File: src/rtl/goal_pkg.sv
// goal_pkg: shared types and widths for the goal detector slice.
// Contents: FSM state enum, coordinate/score widths, packed goal-window struct.
// Pure declarations; no logic, no latency, no flow control.
package goal_pkg;

   localparam int COORD_W = 11;
   localparam int SCORE_W = 4;

   typedef enum logic [1:0] {
      PLAY      = 2'd0,
      HOLD      = 2'd1,
      GAME_OVER = 2'd2
   } state_t;

   // One goal window, vertical extent inclusive on both ends.
   // Fields are raw bits; consumers reinterpret them as signed coordinates.
   typedef struct packed {
      logic [COORD_W-1:0] first_y;
      logic [COORD_W-1:0] second_y;
   } goal_win_t;

endpackage

File: src/rtl/goal_window_check.sv
// goal_window_check: goal-line cross plus window containment test for one side.
// Latency: purely combinational (0 cycles).
// Backpressure: none; evaluated continuously, sampled by the caller on frame strobes.
// Ports: ball_valid, ball_x, ball_y (signed ball top-left), win (goal window),
//        hit (ball fully inside the window and past this side's goal line).
// OPP_SIDE=1 tests ball_x >= GOAL_X; OPP_SIDE=0 tests right edge <= GOAL_X.
module goal_window_check
   import goal_pkg::*;
#(
   parameter bit OPP_SIDE  = 1'b1,
   parameter int BALL_SIZE = 16,
   parameter int GOAL_X    = 600
) (
   input  logic                      ball_valid,
   input  logic signed [COORD_W-1:0] ball_x,
   input  logic signed [COORD_W-1:0] ball_y,
   input  goal_win_t                 win,
   output logic                      hit
);

   // One extra bit so ball edge sums never wrap.
   localparam int SW = COORD_W + 1;
   localparam logic signed [SW-1:0] EDGE = SW'(BALL_SIZE - 1);
   localparam logic signed [SW-1:0] LINE = SW'(GOAL_X);

   logic signed [SW-1:0] x_left;
   logic signed [SW-1:0] x_right;
   logic signed [SW-1:0] y_top;
   logic signed [SW-1:0] y_bot;
   logic signed [SW-1:0] w_top;
   logic signed [SW-1:0] w_bot;
   logic                 crossed;
   logic                 in_win;

   assign x_left  = {ball_x[COORD_W-1], ball_x};
   assign y_top   = {ball_y[COORD_W-1], ball_y};
   assign w_top   = {win.first_y[COORD_W-1], win.first_y};
   assign w_bot   = {win.second_y[COORD_W-1], win.second_y};
   assign x_right = x_left + EDGE;
   assign y_bot   = y_top + EDGE;

   generate
      if (OPP_SIDE) begin : g_opp
         assign crossed = (x_left >= LINE);
      end else begin : g_team
         assign crossed = (x_right <= LINE);
      end
   endgenerate

   assign in_win = (y_top >= w_top) && (y_bot <= w_bot);
   assign hit    = ball_valid && crossed && in_win;

endmodule

File: src/rtl/goal_detector.sv
// goal_detector: per-frame goal decision, score keeping, post-goal cooldown, winner.
// Latency: scores/pulses/state update on the clock edge after the sampled strobe.
// Backpressure: none; one decision per startOfFrame, inputs assumed stable then.
// Ports: clk, resetN (async active-low), startOfFrame, newGame, ballValid,
//        ballX/ballY, team/opp goal windows -> teamScores/oppScores pulses,
//        scoreTeam/scoreOpp, respawnReq pulse, inPlay, gameOver, winnerTeam.
// Option: GOAL_DETECTOR_CONFIRM_EN requires a hit on two consecutive strobes.
module goal_detector
   import goal_pkg::*;
#(
   parameter int BALL_SIZE       = 16,
   parameter int TEAM_GOAL_X     = 40,
   parameter int OPP_GOAL_X      = 600,
   parameter int COOLDOWN_FRAMES = 60,
   parameter int WIN_SCORE       = 5
) (
   input  logic                      clk,
   input  logic                      resetN,
   input  logic                      startOfFrame,
   input  logic                      newGame,
   input  logic                      ballValid,
   input  logic signed [COORD_W-1:0] ballX,
   input  logic signed [COORD_W-1:0] ballY,
   input  logic signed [COORD_W-1:0] firstY_team,
   input  logic signed [COORD_W-1:0] secondY_team,
   input  logic signed [COORD_W-1:0] firstY_opp,
   input  logic signed [COORD_W-1:0] secondY_opp,
   output logic                      teamScores,
   output logic                      oppScores,
   output logic [SCORE_W-1:0]        scoreTeam,
   output logic [SCORE_W-1:0]        scoreOpp,
   output logic                      respawnReq,
   output logic                      inPlay,
   output logic                      gameOver,
   output logic                      winnerTeam
);

   localparam int                 CD_W      = $clog2(COOLDOWN_FRAMES + 1);
   localparam logic [CD_W-1:0]    CD_LOAD   = CD_W'(COOLDOWN_FRAMES);
   localparam logic [SCORE_W-1:0] SCORE_MAX = '1;
   localparam logic [SCORE_W-1:0] WIN       = SCORE_W'(WIN_SCORE);

   state_t             state;
   logic [CD_W-1:0]    cooldown;
   goal_win_t          win_team;
   goal_win_t          win_opp;
   logic               hit_opp_goal;
   logic               hit_team_goal;
   logic               go_team;
   logic               go_opp;
   logic [SCORE_W-1:0] next_team;
   logic [SCORE_W-1:0] next_opp;

   assign win_team = {firstY_team, secondY_team};
   assign win_opp  = {firstY_opp, secondY_opp};

   // Ball in the opponent goal means the team scored, and vice versa.
   goal_window_check #(
      .OPP_SIDE  (1'b1),
      .BALL_SIZE (BALL_SIZE),
      .GOAL_X    (OPP_GOAL_X)
   ) u_opp_chk (
      .ball_valid (ballValid),
      .ball_x     (ballX),
      .ball_y     (ballY),
      .win        (win_opp),
      .hit        (hit_opp_goal)
   );

   goal_window_check #(
      .OPP_SIDE  (1'b0),
      .BALL_SIZE (BALL_SIZE),
      .GOAL_X    (TEAM_GOAL_X)
   ) u_team_chk (
      .ball_valid (ballValid),
      .ball_x     (ballX),
      .ball_y     (ballY),
      .win        (win_team),
      .hit        (hit_team_goal)
   );

`ifdef GOAL_DETECTOR_CONFIRM_EN
   // Pending flags remember a hit seen on the previous strobe while in PLAY;
   // any strobe without a hit (or outside PLAY) clears them.
   logic pend_opp_goal;
   logic pend_team_goal;

   always_ff @(posedge clk or negedge resetN) begin
      if (!resetN) begin
         pend_opp_goal  <= 1'b0;
         pend_team_goal <= 1'b0;
      end else if (newGame) begin
         pend_opp_goal  <= 1'b0;
         pend_team_goal <= 1'b0;
      end else if (startOfFrame) begin
         pend_opp_goal  <= hit_opp_goal  && (state == PLAY);
         pend_team_goal <= hit_team_goal && (state == PLAY);
      end
   end

   assign go_team = hit_opp_goal && pend_opp_goal;
   assign go_opp  = hit_team_goal && pend_team_goal;
`else
   assign go_team = hit_opp_goal;
   assign go_opp  = hit_team_goal;
`endif

   assign next_team = (scoreTeam == SCORE_MAX) ? scoreTeam : scoreTeam + SCORE_W'(1);
   assign next_opp  = (scoreOpp  == SCORE_MAX) ? scoreOpp  : scoreOpp  + SCORE_W'(1);

   always_ff @(posedge clk or negedge resetN) begin
      if (!resetN) begin
         state      <= PLAY;
         cooldown   <= '0;
         scoreTeam  <= '0;
         scoreOpp   <= '0;
         teamScores <= 1'b0;
         oppScores  <= 1'b0;
         respawnReq <= 1'b0;
         inPlay     <= 1'b1;
         gameOver   <= 1'b0;
         winnerTeam <= 1'b0;
      end else begin
         teamScores <= 1'b0;
         oppScores  <= 1'b0;
         respawnReq <= 1'b0;
         if (newGame) begin
            state      <= PLAY;
            cooldown   <= '0;
            scoreTeam  <= '0;
            scoreOpp   <= '0;
            respawnReq <= 1'b1;
            inPlay     <= 1'b1;
            gameOver   <= 1'b0;
            winnerTeam <= 1'b0;
         end else if (startOfFrame) begin
            case (state)
               PLAY: begin
                  // Team goal wins a same-frame tie.
                  if (go_team) begin
                     scoreTeam  <= next_team;
                     teamScores <= 1'b1;
                     inPlay     <= 1'b0;
                     if (next_team == WIN) begin
                        state      <= GAME_OVER;
                        gameOver   <= 1'b1;
                        winnerTeam <= 1'b1;
                     end else begin
                        state    <= HOLD;
                        cooldown <= CD_LOAD;
                     end
                  end else if (go_opp) begin
                     scoreOpp  <= next_opp;
                     oppScores <= 1'b1;
                     inPlay    <= 1'b0;
                     if (next_opp == WIN) begin
                        state      <= GAME_OVER;
                        gameOver   <= 1'b1;
                        winnerTeam <= 1'b0;
                     end else begin
                        state    <= HOLD;
                        cooldown <= CD_LOAD;
                     end
                  end
               end
               HOLD: begin
                  // The strobe that sees 1 is the last of the cooldown.
                  if (cooldown <= CD_W'(1)) begin
                     state      <= PLAY;
                     cooldown   <= '0;
                     respawnReq <= 1'b1;
                     inPlay     <= 1'b1;
                  end else begin
                     cooldown <= cooldown - CD_W'(1);
                  end
               end
               GAME_OVER: begin
                  state <= GAME_OVER;
               end
               default: begin
                  state  <= PLAY;
                  inPlay <= 1'b1;
               end
            endcase
         end
      end
   end

endmodule

File: config.mk
export PLATFORM = sky130hd
export DESIGN_NAME = goal_detector
export DESIGN_NICKNAME = d
export VERILOG_FILES = /design/src/rtl/goal_pkg.sv /design/src/rtl/goal_window_check.sv /design/src/rtl/goal_detector.sv
export SDC_FILE = /design/constraint.sdc
export NUM_CORES = 1
export LEC_CHECK = 0
export CAP_MARGIN = 5
export CORE_MARGIN = 2
export CORE_UTILIZATION = 35
export DETAILED_ROUTE_END_ITERATION = 12
export GPL_TIMING_DRIVEN = 0
export PLACE_DENSITY = 0.7
export SLEW_MARGIN = 0
export SYNTH_ARGS = -nofsm -noshare
export SYNTH_HDL_FRONTEND = slang
export SYNTH_SLANG_ARGS = --single-unit
File: constraint.sdc
create_clock -name clk -period 2.45 [get_ports clk]
set_input_delay 0.245 -clock clk [delete_from_list [all_inputs] [get_ports clk]]
set_output_delay 0.245 -clock clk [all_outputs]
set_load 0.02 [all_outputs]
==> results.json <==
{
  "nFillCells": 673,
  "hp-class": "register to register",
  "syn-num-nets": 464,
  "critPathRequiredTime_ns": 2.61,
  "grt_pass1_vias": 2821,
  "coreArea_um2": 7690,
  "synthTopCellsByArea": "ha_1 (24%), dfrtp_1 (19%), inv_1 (8.4%)",
  "synthCells": 340,
  "hold_start": "gameOver$_DFFE_PN0P_",
  "max-slew-margin-rel_pct": 29.4,
  "drc_errors": 0,
  "r2r_slack_ns": -0.03,
  "ys_types": 54,
  "r2r-start": "scoreOpp[2]$_DFFE_PN0P_",
  "period_share_pct": 120,
  "cts_made_buffers": 3,
  "num_vias": 2847,
  "setup_viol": 19,
  "grt_max_degree": 23,
  "worstPathArrival_ns": 3.09,
  "overflow": 0,
  "viasPerCell": 5.20,
  "status": "complete, but fails checks",
  "synth_common_cells": "inv_1 (62), ha_1 (53), nor2_1 (28), dfrtp_1 (21), nand2_1 (17)",
  "place.detailed.hpwl_mm": 6.27,
  "ios": 85,
  "initial_core_util_pct": 35.9,
  "antenna_cells": 0,
  "clockBufferDepth": 2,
  "root_buffer": "clkbuf_8",
  "synthMostInstantiatedCell": "inv_1",
  "setup_ws_ns": -0.486,
  "ys_async_sr_fraction_pct": 100,
  "clk_latency_ns": 0.27,
  "antenna_found_initial": 0,
  "synth_top_area_cell": "ha_1",
  "drive_gt1_share_pct": 19.8,
  "worstHoldPathCells": 2,
  "min_delay_worst_endpoint": "gameOver$_DFFE_PN0P_",
  "grt_setup_unrepaired": "true",
  "post_drt_wl_per_cell_um": 14.8,
  "ys.flop_type": "dfrtp_1",
  "skew_ns": 0.0101,
  "die_h_um": 92.8,
  "cp_max_fo": 3,
  "numPortBuffers": 83,
  "violations": "negative setup slack",
  "ys_seq_elements": 22,
  "core.rowCount": 32,
  "area.growth.synth_to_final_pct": 58.1,
  "cellLeakagePower_nw": 1.99,
  "final_cells": 547,
  "crit_path_start_kind": "primary input",
  "hold_viol": 0,
  "p_per_area_nw_per_um2": 364,
  "critPathKind": "primary input to register",
  "cts_sinks": 22,
  "dieArea_um2": 8620,
  "fmax_mhz": 341,
  "ys_seq_area_share_pct": 20.0,
  "wirelength_mm": 8.12,
  "detail-route-antenna-nets": 0,
  "yosysWarningCount": 0,
  "worstSetupEndpointType": "register",
  "cts_max_level": 1,
  "postSynthAreaPerCell_um2": 8.13,
  "syn_area_um2": 2760,
  "max_slew.worst_pin.slew_ns": 1.06,
  "drtIter0Drc": 175,
  "ir_drop_uv": 291,
  "tritoncts": "done",
  "gp_congestion": 0.871,
  "clk_pin_slew_ns": 0.08,
  "synth_top_area_share_pct": 24.0,
  "final.setup.tns_ns": -6.91,
  "fin_nets": 570,
  "placed_cells": 525,
  "fin_crit_ns": 2.94,
  "reg2reg_to": "cooldown[0]$_DFFE_PN0P_",
  "firstDrtPassIters": 4,
  "gr-usage-all-layers_pct": 18.4,
  "die_x_um": 92.8,
  "synth-edff-count": 0,
  "cap_violations": 0,
  "rr_worst_depth": 8,
  "pre_cts_ws_ns": -1.61,
  "grt_pass1_wl_mm": 13.2,
  "fin_util_pct": 56.8,
  "drv_slew": 0
}
## final cells by class
class / count / area (um2) / share of cell area (%)
Multi-Input combinational cell: 253 / 2340 / 53.7
Clock inverter: 1 / 30.0 / 0.688
Timing Repair Buffer: 101 / 1000 / 23.0
Sequential cell: 22 / 552 / 12.6
Buffer: 3 / 11.3 / 0.258
Clock buffer: 3 / 41.3 / 0.946
Tap cell: 102 / 128 / 2.92
Inverter: 62 / 258 / 5.90
## registers in the layout, summed over array words and instances, names as in the netlist
register / flops
cooldown: 6
scoreOpp: 4
scoreTeam: 4
state: 2
gameOver: 1
inPlay: 1
oppScores: 1
respawnReq: 1
teamScores: 1
winnerTeam: 1
## critical path: stages
cell,delay (ns)
buf_8,0.10
nor2_4,0.14
buf_6,0.12
nand2_4,0.05
nand3_4,0.09
nor2_4,0.05
xor2_2,0.18
ha_1,0.36
a2111oi_4,0.44
o211ai_1,0.19
o21ai_2,0.18
buf_6,0.15
buf_6,0.11
nand3_1,0.06
and3_4,0.21
nor2_4,0.10
mux2_4,0.30
## metrics by stage
step | total power [mW] | cell area (um2) | hold slack [ns]
6_report | 1.59 | 4370 | 0.499
5_1_grt | 1.69 | 4370 | 0.536
4_1_cts | 1.52 | 4130 | 0.506
3_5_place_dp | 1.10 | 3840 | 0.486
3_3_place_gp | 1.09 | 3840 | 0.492
2_1_floorplan | 0.838 | 2880 | -0.0506
## cells in the final DEF (no fill, tap or decap), drive strengths merged, types with 3 or more instances in the layout
cell type and n:
nand3 14, o21ai 11, ha 53, clkdlybuf4s50 72
a221oi 4, inv 62, a211oi 4, nor3 9
nor4 4, clkbuf 6, xor2 7, mux2i 7
a21o 7, a2111oi 4, o41ai 3, nor2 29
a21oi 12, dfrtp 21, nand2 18, and3 4
nand2b 6, xnor2 5, o311ai 3, or3 3
nor2b 3, buf 28, nand4 9, o211ai 8
## timing repair
item	4_1_cts	5_1_grt
pin swaps	27	23
gates resized for setup	84	40
buffers inserted	13	5
hold buffers	0	0
setup endpoints to repair	21	21
## layer usage
metal,share of wire (%),up-vias,global-route usage [%]
met2,50,67,32.1
met4,0.074,0,0.735
met3,3.8,2,2.36
li1,-,1437,-
met1,47,1341,25.6
met5,0,-,0
## cell families (layout without fill, tap and decap cells)
family          count (synthesis)  count (layout)  synth area share [%]
buf+inv                        65             170                  8.83
flops                          22              22                  20.0
mux                             9               9                  3.49
xor+xnor                       12              12                  3.80
compound gates                 77              77                  21.6
simple gates                  102             102                  18.3
fa+ha+maj                      53              53                  24.0
## worst max path at each step
stage / start / to / depth (start not counted)
floorplan: ballY[0] / cooldown[4]$_DFFE_PN0P_ / 14
CTS: ballY[3] / scoreTeam[1]$_DFFE_PN0P_ / 17
global placement: ballY[0] / cooldown[4]$_DFFE_PN0P_ / 15
detailed placement: ballY[0] / cooldown[4]$_DFFE_PN0P_ / 15
global route: ballY[3] / cooldown[2]$_DFFE_PN0P_ / 16
finish: ballY[3] / cooldown[0]$_DFFE_PN0P_ / 17
## where the power goes
group	internal [mW]	switching [mW]	leakage (nW)	total (mW)
combinational	0.389	0.407	1.66	0.796
clock	0.218	0.134	0.0357	0.352
sequential	0.400	0.0391	0.297	0.439
Note: power is estimated with default switching activity, not from simulation.
